--- config.mk ---
export PLATFORM = sky130hd
export DESIGN_NAME = fifos_salida
export DESIGN_NICKNAME = d
export VERILOG_FILES = /design/src/rtl/fifos_salida_pkg.sv /design/src/rtl/fifos_salida_fifo_simple.sv /design/src/rtl/fifos_salida.sv
export SDC_FILE = /design/constraint.sdc
export NUM_CORES = 1
export LEC_CHECK = 0
export CAP_MARGIN = 10
export CORE_MARGIN = 2
export CORE_UTILIZATION = 50
export CTS_BUF_LIST = sky130_fd_sc_hd__clkbuf_8
export CTS_CLUSTER_DIAMETER = 80
export DETAILED_ROUTE_END_ITERATION = 16
export MAX_ROUTING_LAYER = met4
export PLACE_DENSITY = 0.77
export SLEW_MARGIN = 15
export SYNTH_ARGS = -nofsm -noshare
export SYNTH_HDL_FRONTEND = slang
export SYNTH_HIERARCHICAL = 1
export SYNTH_SLANG_ARGS = --single-unit
--- constraint.sdc ---
create_clock -name clk -period 2.3 [get_ports clk]
set_input_delay 0.23 -clock clk [delete_from_list [all_inputs] [get_ports clk]]
set_output_delay 0.23 -clock clk [all_outputs]
set_load 0.1 [all_outputs]
--- src/rtl/fifos_salida_pkg.sv ---
// fifos_salida_pkg
//   Shared constants and helpers for the output FIFO bank.
//   N_FIFOS        : number of FIFOs in the bank
//   DEST_W         : width of the destination field at the top of each word
//   DATA_W_DEF     : default word width
//   DEPTH_DEF      : default entries per FIFO
//   ptr_w(depth)   : read/write pointer width for a FIFO of the given depth
package fifos_salida_pkg;

   localparam int N_FIFOS    = 4;
   localparam int DEST_W     = 2;
   localparam int DATA_W_DEF = 6;
   localparam int DEPTH_DEF  = 4;

   // Pointer width is log2(depth); a depth below 2 still gets one bit.
   function automatic int ptr_w(input int depth);
      return (depth < 2) ? 1 : $clog2(depth);
   endfunction

endpackage

--- src/rtl/fifos_salida_fifo_simple.sv ---
// fifo_simple
//   One synchronous FIFO with a registered read port (latency 1).
//   Ports:
//     clk, rst     : clock, asynchronous active-high reset
//     push_i       : write request; accepted when not full or popped same cycle
//     pop_i        : read request; accepted only when not empty
//     data_i       : write data
//     data_o       : registered read data, holds its value between pops
//     valid_o      : high for one cycle when data_o holds a freshly popped word
//     pop_ok_o     : combinational accepted-pop strobe
//     overflow_o   : push dropped because the FIFO is full and not popping
//     count_o      : registered occupancy, 0..DEPTH
//     empty_o      : count == 0
//     full_o       : count == DEPTH
module fifo_simple
   import fifos_salida_pkg::*;
#(
   parameter int DATA_W = DATA_W_DEF,
   parameter int DEPTH  = DEPTH_DEF,
   localparam int PW    = ptr_w(DEPTH),
   localparam int CW    = PW + 1
) (
   input  logic              clk,
   input  logic              rst,
   input  logic              push_i,
   input  logic              pop_i,
   input  logic [DATA_W-1:0] data_i,
   output logic [DATA_W-1:0] data_o,
   output logic              valid_o,
   output logic              pop_ok_o,
   output logic              overflow_o,
   output logic [CW-1:0]     count_o,
   output logic              empty_o,
   output logic              full_o
);

   logic [DATA_W-1:0] mem_q [DEPTH];
   logic [PW-1:0]     wr_ptr_q, wr_ptr_d;
   logic [PW-1:0]     rd_ptr_q, rd_ptr_d;
   logic [CW-1:0]     cnt_q, cnt_d;
   logic [DATA_W-1:0] data_q, data_d;
   logic              valid_q, valid_d;
   logic              push_ok;

   assign empty_o  = (cnt_q == '0);
   assign full_o   = (cnt_q == CW'(DEPTH));
   assign count_o  = cnt_q;
   assign data_o   = data_q;
   assign valid_o  = valid_q;

   // No fall-through: a pop needs a word already stored before this edge.
   assign pop_ok_o   = pop_i & ~empty_o;
   // A full FIFO still takes a push when the same cycle frees a slot.
   assign push_ok    = push_i & (~full_o | pop_ok_o);
   assign overflow_o = push_i & full_o & ~pop_ok_o;

   always_comb begin
      wr_ptr_d = wr_ptr_q;
      rd_ptr_d = rd_ptr_q;
      cnt_d    = cnt_q;
      data_d   = data_q;
      valid_d  = 1'b0;
      if (push_ok) begin
         // Pointers are PW bits wide, so the increment wraps modulo DEPTH.
         wr_ptr_d = wr_ptr_q + PW'(1);
      end
      if (pop_ok_o) begin
         rd_ptr_d = rd_ptr_q + PW'(1);
         data_d   = mem_q[rd_ptr_q];
         valid_d  = 1'b1;
      end
      case ({push_ok, pop_ok_o})
         2'b10:   cnt_d = cnt_q + CW'(1);
         2'b01:   cnt_d = cnt_q - CW'(1);
         default: cnt_d = cnt_q;
      endcase
   end

   always_ff @(posedge clk or posedge rst) begin
      if (rst) begin
         wr_ptr_q <= '0;
         rd_ptr_q <= '0;
         cnt_q    <= '0;
         data_q   <= '0;
         valid_q  <= 1'b0;
      end else begin
         wr_ptr_q <= wr_ptr_d;
         rd_ptr_q <= rd_ptr_d;
         cnt_q    <= cnt_d;
         data_q   <= data_d;
         valid_q  <= valid_d;
      end
   end

   // Storage carries no reset; its contents are meaningless while count is 0.
   // On a full push+pop the write lands on the slot being read; the read
   // above samples the old word because mem_q updates only after the edge.
   always_ff @(posedge clk) begin
      if (push_ok) begin
         mem_q[wr_ptr_q] <= data_i;
      end
   end

endmodule

--- src/rtl/fifos_salida.sv ---
// fifos_salida
//   Output FIFO bank: four independent FIFOs behind one routed write port.
//   The destination FIFO is data_in[DATA_W-1:DATA_W-2]; the whole word,
//   destination bits included, is stored.
//   Optional build macro: FIFOS_SALIDA_PAUSE_EN adds a registered pause output.
//   Ports:
//     clk, rst                   : clock, asynchronous active-high reset
//     push, data_in              : routed write port
//     pop[3:0]                   : per-FIFO read request
//     data_out_0..data_out_3     : registered read data per FIFO
//     valid_out[3:0]             : read data valid strobes
//     pop_ok[3:0]                : accepted pops, combinational
//     empty/full[3:0]            : occupancy flags
//     almost_empty/almost_full   : threshold flags (count <= AE_TH, >= AF_TH)
//     error                      : sticky overflow flag
//     pause (optional)           : high while any FIFO was almost full last cycle
//
// Read handshake: pop[i] is a request, not a held valid. It is accepted in a
// cycle only when FIFO i is not empty (pop_ok[i]=1); an accepted pop at edge N
// shows the head word on data_out_i with valid_out[i]=1 for exactly the cycle
// after edge N. A refused pop has no effect and produces no valid.
module fifos_salida
   import fifos_salida_pkg::*;
#(
   parameter int DATA_W = DATA_W_DEF,
   parameter int DEPTH  = DEPTH_DEF,
   parameter int AF_TH  = 3,
   parameter int AE_TH  = 1
) (
   input  logic              clk,
   input  logic              rst,
   input  logic              push,
   input  logic [DATA_W-1:0] data_in,
   input  logic [3:0]        pop,
   output logic [DATA_W-1:0] data_out_0,
   output logic [DATA_W-1:0] data_out_1,
   output logic [DATA_W-1:0] data_out_2,
   output logic [DATA_W-1:0] data_out_3,
   output logic [3:0]        valid_out,
   output logic [3:0]        pop_ok,
   output logic [3:0]        empty,
   output logic [3:0]        full,
   output logic [3:0]        almost_empty,
   output logic [3:0]        almost_full,
   output logic              error
`ifdef FIFOS_SALIDA_PAUSE_EN
   ,
   output logic              pause
`endif
);

   localparam int CW = ptr_w(DEPTH) + 1;

   logic [DEST_W-1:0] dest;
   logic [3:0]        push_vec;
   logic [3:0]        ovf;
   logic [DATA_W-1:0] dout [N_FIFOS];
   logic [CW-1:0]     cnt  [N_FIFOS];
   logic              error_q, error_d;

   assign dest = data_in[DATA_W-1 -: DEST_W];

   for (genvar g = 0; g < N_FIFOS; g++) begin : g_fifo
      // Exactly one FIFO sees the push, selected by the destination field.
      assign push_vec[g] = push & (dest == DEST_W'(g));

      fifo_simple #(
         .DATA_W (DATA_W),
         .DEPTH  (DEPTH)
      ) u_fifo (
         .clk        (clk),
         .rst        (rst),
         .push_i     (push_vec[g]),
         .pop_i      (pop[g]),
         .data_i     (data_in),
         .data_o     (dout[g]),
         .valid_o    (valid_out[g]),
         .pop_ok_o   (pop_ok[g]),
         .overflow_o (ovf[g]),
         .count_o    (cnt[g]),
         .empty_o    (empty[g]),
         .full_o     (full[g])
      );

      assign almost_empty[g] = (cnt[g] <= CW'(AE_TH));
      assign almost_full[g]  = (cnt[g] >= CW'(AF_TH));
   end

   assign data_out_0 = dout[0];
   assign data_out_1 = dout[1];
   assign data_out_2 = dout[2];
   assign data_out_3 = dout[3];

   // Overflow is sticky: once a word is dropped only reset clears the flag.
   assign error_d = error_q | (|ovf);
   assign error   = error_q;

   always_ff @(posedge clk or posedge rst) begin
      if (rst) begin
         error_q <= 1'b0;
      end else begin
         error_q <= error_d;
      end
   end

`ifdef FIFOS_SALIDA_PAUSE_EN
   logic pause_q, pause_d;

   // Registered, so pause trails almost_full by one cycle in both directions.
   assign pause_d = |almost_full;
   assign pause   = pause_q;

   always_ff @(posedge clk or posedge rst) begin
      if (rst) begin
         pause_q <= 1'b0;
      end else begin
         pause_q <= pause_d;
      end
   end
`endif

endmodule

[After elaboration in Yosys (flattened, before gate mapping)]
Memory sizes are Yosys's and may differ from the RTL's. A register that Yosys moved wholly into a read port is not among the register bits.
Index checks and enable logic that the tools add are counted.
Word-level totals
  memories kept: 4
  word-level logic and storage cells: 123
  bits in read-only memories: 0
  latch bits: 0
  flip-flop bits (word level): 33
  bits in writable memories: 96
Operators by class
  eq/ne operators: 15
  mux-type cells: 16
  $lt $le $gt $ge: 8
  divide/modulo/power cells: 0
  $mul: 0
  add/subtract/negate cells: 16
  shifts and indexed selects: 0
  reduce and logical (&&, ||, !) cells: 10
  bitwise operators: 37
Memories
  g_fifo[0].u_fifo.mem_q: depth 4, bits a word 6, rd ports 1, clocked after memory_dff 1, write ports 1, RTL line fifos_salida_fifo_simple.sv:37  | logic [DATA_W-1:0] mem_q [DEPTH];
  g_fifo[1].u_fifo.mem_q: depth 4, bits a word 6, rd ports 1, clocked after memory_dff 1, write ports 1, RTL line fifos_salida_fifo_simple.sv:37
  g_fifo[2].u_fifo.mem_q: depth 4, bits a word 6, rd ports 1, clocked after memory_dff 1, write ports 1, RTL line fifos_salida_fifo_simple.sv:37
  g_fifo[3].u_fifo.mem_q: depth 4, bits a word 6, rd ports 1, clocked after memory_dff 1, write ports 1, RTL line fifos_salida_fifo_simple.sv:37
Operators by type and width (number)
  case mux 3 bit (2 select lines): 4
  bitwise AND 1 bit: 20
  adder 2 x 1 -> 2 bit, second input constant: 8
  adder 3 x 1 -> 3 bit, second input constant: 4
  equality test 2 bit, second input constant: 6
  equality test 3 bit, second input constant: 4
  greater-or-equal comparator 3 x 2 -> 1 bit, second input constant: 4
  less-or-equal comparator 3 x 1 -> 1 bit, second input constant: 4
  logical NOT 3 bit: 4
  two-way mux 1 bit: 12
  inverter 1 bit: 12
  subtractor 3 x 1 -> 3 bit, second input constant: 4
  equality test 2 x 1 -> 1 bit, second input constant: 5
  nonzero test 2 bit: 4
  bitwise OR 1 bit: 5
  OR reduction 4 bit: 1
  logical NOT 2 bit: 1

[Depth between registers and ports, before layout]
  word-level depth: 7
  depth in mapped cells: 8
  gate-level depth less buffers: 7

[Hierarchy]
Netlist, hierarchy kept.
By module, submodules not included
  fifo_simple: seq. area each 1071.0 um^2, cells an instance 101, area each 1667.8 um^2, instances 4
  fifos_salida: seq. area each 25.0 um^2, cells an instance 18, area each 121.4 um^2, instances 1

[Least setup slack after synthesis]
No wires, ideal clock.
  path kind: register to register
  from: reg g_fifo[0].u_fifo.cnt_q[0]
  to: mem g_fifo[0].u_fifo/mem_q[0][0] (netlist name) (enable)
  clock period less this slack: 2607 ps
  required time: 2033 ps
  library setup time: 267 ps
  path slack: -307 ps
  arrival: 2340 ps
  cell stages (with the launch flop): 5
  cell sequence: dfrtp_1 -> buf_2 -> nor3b_2 -> a21boi_2 -> and2_1
Between the ends
  elaborated cells between the ends (all ways): 9
  those cells by class: eq/ne: 1; mux: 2; bitwise: 5; reduce/logical: 1
RTL lines
  from (decl): RTL line fifos_salida_fifo_simple.sv:40  | logic [CW-1:0] cnt_q, cnt_d;
  from (signal assigned): RTL line fifos_salida_fifo_simple.sv:89  | cnt_q <= cnt_d;
  equality test 3 bit: RTL line fifos_salida_fifo_simple.sv:46  | assign full_o = (cnt_q == CW'(DEPTH));
  net full[0]: RTL line fifos_salida.sv:42  | output logic [3:0] full,
  inverter 1 bit: RTL line fifos_salida_fifo_simple.sv:54  | assign push_ok = push_i & (~full_o | pop_ok_o);
  bitwise OR 1 bit: RTL line fifos_salida_fifo_simple.sv:54
  bitwise AND 1 bit: RTL line fifos_salida_fifo_simple.sv:54
  two-way mux 1 bit: RTL line fifos_salida_fifo_simple.sv:99  | if (push_ok) begin
  two-way mux 1 bit (implied by the code): RTL line fifos_salida_fifo_simple.sv:100  | mem_q[wr_ptr_q] <= data_i;
  to (decl): RTL line fifos_salida_fifo_simple.sv:37
The timed path passes the listed nets, and every way through them passes these cells.

[Worst setup path after layout]
  from: reg g_fifo[0].u_fifo.cnt_q[0]
  to: reg g_fifo[0].u_fifo.cnt_q[1]
Between the ends
  word-level cells in the longest chain between the ends: 7
  elaborated cells between the ends (all ways): 13
  those cells by class: add/sub: 2; eq/ne: 3; mux: 1; bitwise: 5; reduce/logical: 2
RTL lines
  logical NOT 3 bit: RTL line fifos_salida_fifo_simple.sv:45  | assign empty_o = (cnt_q == '0);
  inverter 1 bit: RTL line fifos_salida_fifo_simple.sv:52  | assign pop_ok_o = pop_i & ~empty_o;
  bitwise AND 1 bit: RTL line fifos_salida_fifo_simple.sv:52
  bitwise OR 1 bit: RTL line fifos_salida_fifo_simple.sv:54
  bitwise AND 1 bit: RTL line fifos_salida_fifo_simple.sv:54
  equality test 2 x 1 -> 1 bit / equality test 2 bit (equally long branches): RTL line fifos_salida_fifo_simple.sv:72  | case ({push_ok, pop_ok_o})
  case mux 3 bit (2 select lines) / nonzero test 2 bit (equally long branches)
Parallel ways exist; a longest one is shown, timed or not.
A chain may end at the register's enable or synchronous reset.

==> results.md <==
- Status: finished clean
- Slew headroom: 57.7%
- WL/cell: 17.7 um
- Sequential element share of the synthesized area: 63.4%
- CTS clock-pin slew for the worst setup and hold paths: 80 ps
- Max FO, Critical Path: 9
- Warnings from Yosys: 6
- Syn Area/Cell: 16.1 um2
- Placer Congestion: 0.780
- RSZ-0062 raised after global routing: no
- Minimum clock period: 2020 ps
- Post-synthesis cell area: 0.00679 mm2
- Cts-stage hold buffer count: 0
- CTS Buf Count: 17
- Ports: 62
- # DRC: 0
- Cts repair resizes: 0
- Die W: 121 um
- Setup Skew: 7.49 ps
- CP Data Required Time: 2660 ps
- Tcrit/Tclk final: 87.6%
- Clk sinks: 153
- Largest net degree at the start of global routing: 17
- DRT Wirelength: 12.1 mm
- Worst skew pair latency: 440 ps
- Final Hold Viols: 0
- Dpl hpwl: 8.65 mm
- Total gr overflow: 0
- Worst EP arrival: 2370 ps
- CTS tree: done
- Total core area: 0.0132 mm2
- Cell count after synthesis: 422
- Net count after synthesis: 455
- Max_cap viols: 0
- N_diodes: 0
- Initial DRC count: 257
- Routed vias/inst: 5.27
- H-tree levels: 4
- Synthesized flop and latch total: 153
- Slew Limit Fails: 0
- CTS max path bufs: 2
- Vias in the first global route: 3693
- Achievable Freq: 0.496 GHz
- Initial Util: 51.3%
- Setup_tns: 0 ps
- Critical path startpoint category: register
- Via Count: 3612
- GRT Total Usage: 18.5%
- Critical path class: reg2reg
- NumNets Final: 530
- IO Port Bufs: 61
- 1st-pass router iterations: 4
- First-pass GRT wire length: 19.6 mm
- Die H: 121 um
- Antenna Nets Post-Route: 0
- Synth-to-Final Area Change: 16.7%
- Cell chosen for the clock root: clkbuf_8
- # rows: 42
- Post-synth cell types: 34
- Slew @ Worst Pin: 632 ps
- Layout cells sized above 1: 31.2%
- Worst hold-check path type: in2async
- Initial antenna violation count: 0
- Crit. End Element: register
- Post-CTS Repair Setup Buffers: 0
- Die ar.: 0.0145 mm2
- # setup viols final: 0
-- Yosys cell counts, drive strengths merged --
master / number / area share (%)
mux2: 28 / 6.0
o21ai: 4 / 0.29
edfxtp: 96 / 42
dfrtp: 57 / 21
buf: 20 / 2.2
nor2b: 4 / 0.37
mux4: 24 / 8.0
o211ai: 8 / 0.88
and2: 16 / 1.5
xnor2: 12 / 1.5
and3b: 1 / 0.13
o31ai: 4 / 0.44
xor2: 8 / 1.0
clkbuf: 4 / 0.22
ha: 16 / 2.9
and3: 5 / 0.46
fa: 4 / 1.2
o21ba: 4 / 0.59
a21o: 4 / 0.44
nor3b: 5 / 0.92
nor2: 18 / 0.99
o31a: 4 / 0.52
a21oi: 4 / 0.29
nand3: 8 / 0.59
nand3b: 4 / 0.44
o221ai: 4 / 0.52
inv: 25 / 1.4
nand2: 14 / 0.77
a21boi: 4 / 0.66
nand2b: 8 / 0.74
nor3: 1 / 0.074
o22a: 4 / 0.52
-- worst max-delay path: stages (launching register included) --
cell and delay, ps:
dfrtp_1 500, o31a_1 370, nand2b_1 100, fa_1 430, o21ba_2 240, o211ai_1 90, a21oi_1 200
-- per-stage QoR --
step / std cells / hold WS, ps / setup WS (ps) / util [%] / instance area (um2)
3_5_place_dp: 654 / 495 / 13.4 / 57.0 / 7550
4_1_cts: 686 / 69.6 / 328 / 59.9 / 7930
6_report: 686 / 89.8 / 285 / 59.9 / 7930
3_3_place_gp: 654 / 499 / 88.3 / 57.0 / 7550
2_1_floorplan: 422 / -41.3 / 138 / - / 6820
5_1_grt: 686 / 89.1 / 220 / 59.9 / 7930
-- per-layer routing --
metal,track usage (%),share of wire [%],up-vias
met5,-,0,-
li1,-,-,1688
met2,28.4,50,94
met3,4.34,4.5,12
met1,24.6,44,1818
met4,6.61,1.2,0
-- layout make-up --
type | instances | area [um2]
fill | 999 | 5310
clock buffer | 18 | 248
sequential | 153 | 4310
inverter | 25 | 93.8
clock inverter | 14 | 128
multi-input combinational | 220 | 2250
tap | 176 | 220
timing repair buffer | 80 | 681
-- registers in the layout, indices dropped and copies added, names as in the netlist --
register / count
g_fifo.u_fifo/wr_ptr_q: 8
g_fifo.u_fifo/data_o: 24
error: 1
g_fifo.u_fifo/mem_q: 96
g_fifo.u_fifo/rd_ptr_q: 8
g_fifo.u_fifo/count_o: 12
g_fifo.u_fifo/valid_o: 4
-- layout by cell type, fill, tap and decap left out, types with 12 or more instances in the layout --
master            n
and2_1           16
clkbuf_8         18
ha_1             16
xnor2_1          12
mux2_4           24
inv_1            27
edfxtp_1         96
mux4_2           24
clkdlybuf4s50_1  12
buf_4            64
nor2_1           18
dfrtp_1          57
nand2_1          14
-- kinds of logic after synthesis --
family | share of synthesized area, %
AOI/OAI and AO/OA | 5.16
buffers and inverters | 3.81
and+or+nand+nor | 6.96
muxes | 13.9
adders and majority gates | 4.13
xor gates and xnor gates | 2.58
DFF | 63.4
-- worst paths after layout --
path,from,to,slack (ps),cells past startpoint
max in group asynchronous,rst,g_fifo[1].u_fifo/wr_ptr_q[1]$_DFFE_PP0P_,1550,2
max reg2reg,g_fifo[0].u_fifo/count_o[0]$_DFFE_PP0P_,g_fifo[0].u_fifo/count_o[1]$_DFFE_PP0P_,280,6
max,g_fifo[0].u_fifo/count_o[0]$_DFFE_PP0P_,g_fifo[0].u_fifo/count_o[1]$_DFFE_PP0P_,280,6
min,rst,error$_DFF_PP0_,90,2
min in group clk,g_fifo[3].u_fifo/data_o[3]$_DFFE_PP0N_,g_fifo[3].u_fifo/data_o[3]$_DFFE_PP0N_,520,1
min reg2reg,g_fifo[3].u_fifo/data_o[3]$_DFFE_PP0N_,g_fifo[3].u_fifo/data_o[3]$_DFFE_PP0N_,520,1
Power is not shown: default switching activity piles up to over one toggle a cycle in this logic, so the estimate is an artifact.
